===== src/rtl/rr_arb_mux.sv =====
// N-channel arbitrating multiplexer with a registered output stage.
// Arbitration is round-robin (mode_i=0) or fixed lowest-index priority (mode_i=1).
module rr_arb_mux #(
   parameter int WIDTH  = 32,
   parameter int NUM_CH = 4,
   parameter int IDX_W  = $clog2(NUM_CH)
) (
   input  logic                    clk_i,
   input  logic                    rst_i,
   input  logic                    mode_i,
   input  logic [NUM_CH-1:0]       valid_i,
   input  logic [NUM_CH*WIDTH-1:0] data_i,
   output logic [NUM_CH-1:0]       ready_o,
   output logic                    valid_o,
   output logic [WIDTH-1:0]        data_o,
   output logic [IDX_W-1:0]        ch_o,
   input  logic                    ready_i
);

   logic             valid_q, valid_d;
   logic [WIDTH-1:0] data_q, data_d;
   logic [IDX_W-1:0] ch_q, ch_d;
   logic [IDX_W-1:0] ptr_q, ptr_d;

   logic             load;
   logic             any_valid;
   logic             hi_found;
   logic [IDX_W-1:0] hi_idx;
   logic [IDX_W-1:0] lo_idx;
   logic [IDX_W-1:0] gnt_idx;
   logic             xfer;
   logic [WIDTH-1:0] ch_data [NUM_CH];

   for (genvar k = 0; k < NUM_CH; k++) begin : g_unpack
      assign ch_data[k] = data_i[k*WIDTH +: WIDTH];
   end

   assign load = !valid_q || ready_i;

   // Round-robin wrap without modulo: prefer the lowest requester at or above
   // ptr, otherwise fall back to the lowest requester overall.
   always_comb begin
      any_valid = 1'b0;
      hi_found  = 1'b0;
      hi_idx    = '0;
      lo_idx    = '0;
      for (int k = NUM_CH - 1; k >= 0; k--) begin
         if (valid_i[k]) begin
            any_valid = 1'b1;
            lo_idx    = IDX_W'(k);
            if (!mode_i && (k >= int'(ptr_q))) begin
               hi_found = 1'b1;
               hi_idx   = IDX_W'(k);
            end
         end
      end
      gnt_idx = hi_found ? hi_idx : lo_idx;
   end

   always_comb begin
      ready_o = '0;
      if (!rst_i && load && any_valid) begin
         ready_o[gnt_idx] = 1'b1;
      end
   end

   assign xfer = |(valid_i & ready_o);

   always_comb begin
      valid_d = valid_q;
      data_d  = data_q;
      ch_d    = ch_q;
      ptr_d   = ptr_q;
      if (xfer) begin
         valid_d = 1'b1;
         data_d  = ch_data[gnt_idx];
         ch_d    = gnt_idx;
         if (!mode_i) begin
            ptr_d = (gnt_idx == IDX_W'(NUM_CH - 1)) ? '0 : gnt_idx + IDX_W'(1);
         end
      end else if (valid_q && ready_i) begin
         valid_d = 1'b0;
      end
   end

   always_ff @(posedge clk_i or posedge rst_i) begin
      if (rst_i) begin
         valid_q <= 1'b0;
         data_q  <= '0;
         ch_q    <= '0;
         ptr_q   <= '0;
      end else begin
         valid_q <= valid_d;
         data_q  <= data_d;
         ch_q    <= ch_d;
         ptr_q   <= ptr_d;
      end
   end

   assign valid_o = valid_q;
   assign data_o  = data_q;
   assign ch_o    = ch_q;

endmodule


===== config.mk =====
export PLATFORM = sky130hd
export DESIGN_NAME = rr_arb_mux
export DESIGN_NICKNAME = d
export VERILOG_FILES = /design/src/rtl/rr_arb_mux.sv
export SDC_FILE = /design/constraint.sdc
export NUM_CORES = 1
export LEC_CHECK = 0
export CORE_MARGIN = 8
export CORE_UTILIZATION = 36
export CTS_BUF_LIST = sky130_fd_sc_hd__clkbuf_16
export CTS_CLUSTER_SIZE = 16
export DETAILED_ROUTE_END_ITERATION = 16
export PLACE_DENSITY = 0.81
export SETUP_SLACK_MARGIN = 0.15
export SYNTH_ARGS = -nofsm -noshare
export SYNTH_HDL_FRONTEND = slang
export SYNTH_SLANG_ARGS = --single-unit

===== constraint.sdc =====
create_clock -name clk_i -period 2.9 [get_ports clk_i]
set_clock_uncertainty 0.1 [all_clocks]
set_input_delay 0.58 -clock clk_i [delete_from_list [all_inputs] [get_ports clk_i]]
set_output_delay 0.58 -clock clk_i [all_outputs]
set_load 0.02 [all_outputs]

==> key figures, run 1 <==
Run status
  • Outcome: complete, no violations

Worst hold path
  • Min-Delay Path Class: register to register
  • Hold_sp: data_o[16]

Drt
  • Routed length per instance: 18.0 um
  • Initial drt markers: 46
  • Antenna viol nets, final: 0
  • Routed wire length: 9.30 mm
  • Drt pass-1 iters: 4
  • Vias/cell: 5.03
  • DR vias: 2603
  • DRC viols: 0

Layout
  • Most frequent cells in the layout: clkdlybuf4s50_1 (165), mux2i_1 (64), nand2_1 (37), dfrtp_1 (37), o221ai_2 (29)
  • Multi-input gate area: 0.00156 sq mm
  • Sequential cell area: 926 sq um
  • Final Util: 67.5%
  • Share of cells above drive strength 1: 20.5%
  • Antenna diode count: 0
  • Non-Filler Instances: 518
  • Synthesis-to-layout area growth: 83.9%
  • Fill count: 580
  • Nets: 558
  • Commonest non-fill, non-tap cell in the layout: clkdlybuf4s50_1

Yosys
  • Syn_nets: 370
  • Mapped cell area: 0.00262 sq mm
  • Leading area contributor after synthesis: dfrtp_1
  • Yosys reg bits: 37
  • Yosys cell types: 29
  • Sequential share of the synthesized area: 35.4%
  • Synth area leaders: dfrtp_1 (35%), mux2i_1 (24%), o221ai_2 (17%), nand2_1 (5.4%), buf_6 (2.6%)
  • Synthesized area per cell: 11.4 sq um
  • Top cell type's share of synthesized area: 35.4%
  • Cells after synthesis: 230
  • Yosys warnings: 0

Global route
  • Gr usage total: 17.4%
  • Largest net degree at the start of global routing: 39
  • Number of global-route vias before repair: 2896
  • Global route overflow: 0
  • Initial antenna violation count: 0
  • First-pass GRT wire length: 14.2 mm

Placement
  • DP HPWL: 7.41 mm
  • Port-buffer cells: 174
  • Dpl cells: 505
  • Routability congestion estimate: 0.763

CTS
  • CTS buffer count: 5
  • CTS tree: built
  • Clk pin slew, worst setup/hold paths: 0.05 ns
  • CTS sink cnt: 37
  • Number of buffers on the longest clock path: 2
  • Root buf cell: clkbuf_16
  • Max H-tree Level: 2
  • Later-pin clock latency in the skew report: 0.27 ns
  • # hold bufs at CTS: 0

Worst setup path
  • Worst setup path start: valid_i[1]
  • Critical path endpoint category: primary output
  • R2r startpoint: ptr_q[1]
  • CP max FO: 4
  • Critical Path RT: 2.22 ns
  • CP Class: primary input to primary output
  • Worst EP arrival: 2.01 ns
  • Startpoint Class: primary input

Power and ir drop
  • Leak pwr: 2.00 nW
  • VDD IR max: 0.000462 V
  • Power per cell area: 732 mW/mm^2

Floorplanning
  • Die Ht: 101 um
  • Area of the die: 0.0103 sq mm
  • Starting Density: 36.7%
  • Core area: 0.00714 sq mm
  • # IOs: 175
  • # rows: 31
  • Die width: 101 um

Timing
  • Max Freq: 372 MHz
  • Setup violators final: 0
  • Hold Slack: 0.385 ns
  • Fin. Hold Viols: 0
  • Period utilization: 92.8%
  • Final count of pins violating max slew: 0
  • Least-Margin Pin Slew: 0.633 ns
  • RSZ-0062 raised after global routing: no
  • Sum Neg Setup Slack: 0 ns
  • Max-slew headroom: 57.8%
  • Final min period: 2.69 ns

Run
  • Max_cap viols: 0
cell usage after synthesis:
master and n:
nand2_1 38, mux2i_1 64, o2bb2ai_1 1, o21bai_1 1, nand3_1 1, or2_1 1
buf_4 2, a22oi_1 2, clkbuf_1 1, o2bb2a_1 1, dfrtp_1 37, ha_1 4
a22oi_2 1, buf_6 6, buf_2 7, mux2_2 2, or3b_1 1, a21boi_0 1
and2_1 4, nand2b_1 1, a21oi_1 2, a221oi_2 1, buf_8 3, o21ai_0 4
o221ai_2 29, a21oi_2 1, inv_1 7, nor2_1 4, o221ai_1 3
worst max-delay path, cell delays in order:
cell           delay (ns)
dlygate4sd2_1        0.27
buf_4                0.15
nand2b_1             0.15
a21oi_2              0.15
o2bb2a_4             0.16
inv_1                0.07
ha_1                 0.19
and2_1               0.14
buf_4                0.15
routing by layer:
layer	track usage [%]	vias to the layer above	share of wire (%)
met3	5.91	8	7.6
met2	32.9	88	54
li1	-	1243	-
met5	0	-	0
met1	17.7	1264	37
met4	4.12	0	1.4
flip-flops by register name (all words and copies together), names as in the netlist:
register and cells:
ptr_q 2, valid_o 1, data_o 32, ch_o 2
timing repair:
action,4_1_cts,5_1_grt
cloned,0,2
gates resized for setup,35,9
endpoints found under the setup margin,41,40
pin swaps,3,6
setup buffers,1,2
power breakdown:
group / internal [mW] / switching [mW] / total, mW
clock network: 0.399 / 0.192 / 0.591
registers: 0.757 / 0.148 / 0.905
logic: 1.05 / 0.981 / 2.03
cells by family (layout without fill, tap and decap cells):
kind of cell	after synthesis	count (layout)	synth area share, %
adder cells (fa/ha/maj)	4	4	1.91
multiplexers	66	66	25.3
buffers and inverters	26	215	7.36
AND/OR/NAND/NOR	50	50	7.98
flip-flops	37	37	35.4
AO/OA/AOI/OAI	47	47	22.0
area by class of cell:
class | instances | share of cell area [%]
Tap cell | 99 | 2.57
Multi-Input combinational cell | 167 | 32.4
Inverter | 7 | 0.546
Timing Repair Buffer | 200 | 41.8
Clock buffer | 5 | 2.60
Sequential cell | 37 | 19.2
Clock inverter | 3 | 0.780
worst paths after layout:
path                       slack (ns)  depth (start not counted)    endpoint
max in group asynchronous        1.66                          3   data_o[9]
min in group asynchronous        0.71                          3  data_o[17]
hold reg to reg                  0.39                          2  data_o[16]
setup / recovery                 0.21                          9  ready_o[0]
hold / removal                   0.39                          2  data_o[16]
setup reg to reg                 0.44                         11  data_o[10]
stage by stage:
stage,setup slack [ns],area (sq um),power [mW]
4_1_cts,0.145,4720,3.53
2_1_floorplan,0.159,2620,2.02
3_3_place_gp,-0.410,4540,2.86
3_5_place_dp,-0.539,4540,2.90
6_report,0.208,4810,3.53
5_1_grt,0.148,4810,3.74
No activity file was read; power rests on OpenSTA's default activity.
==> inputs of run 2 (changes only) <==
Settings changed: SLEW_MARGIN set to 10.
==> results of run 2 <==
No change in the layout: final DEF, timing and power equal those of run 1.
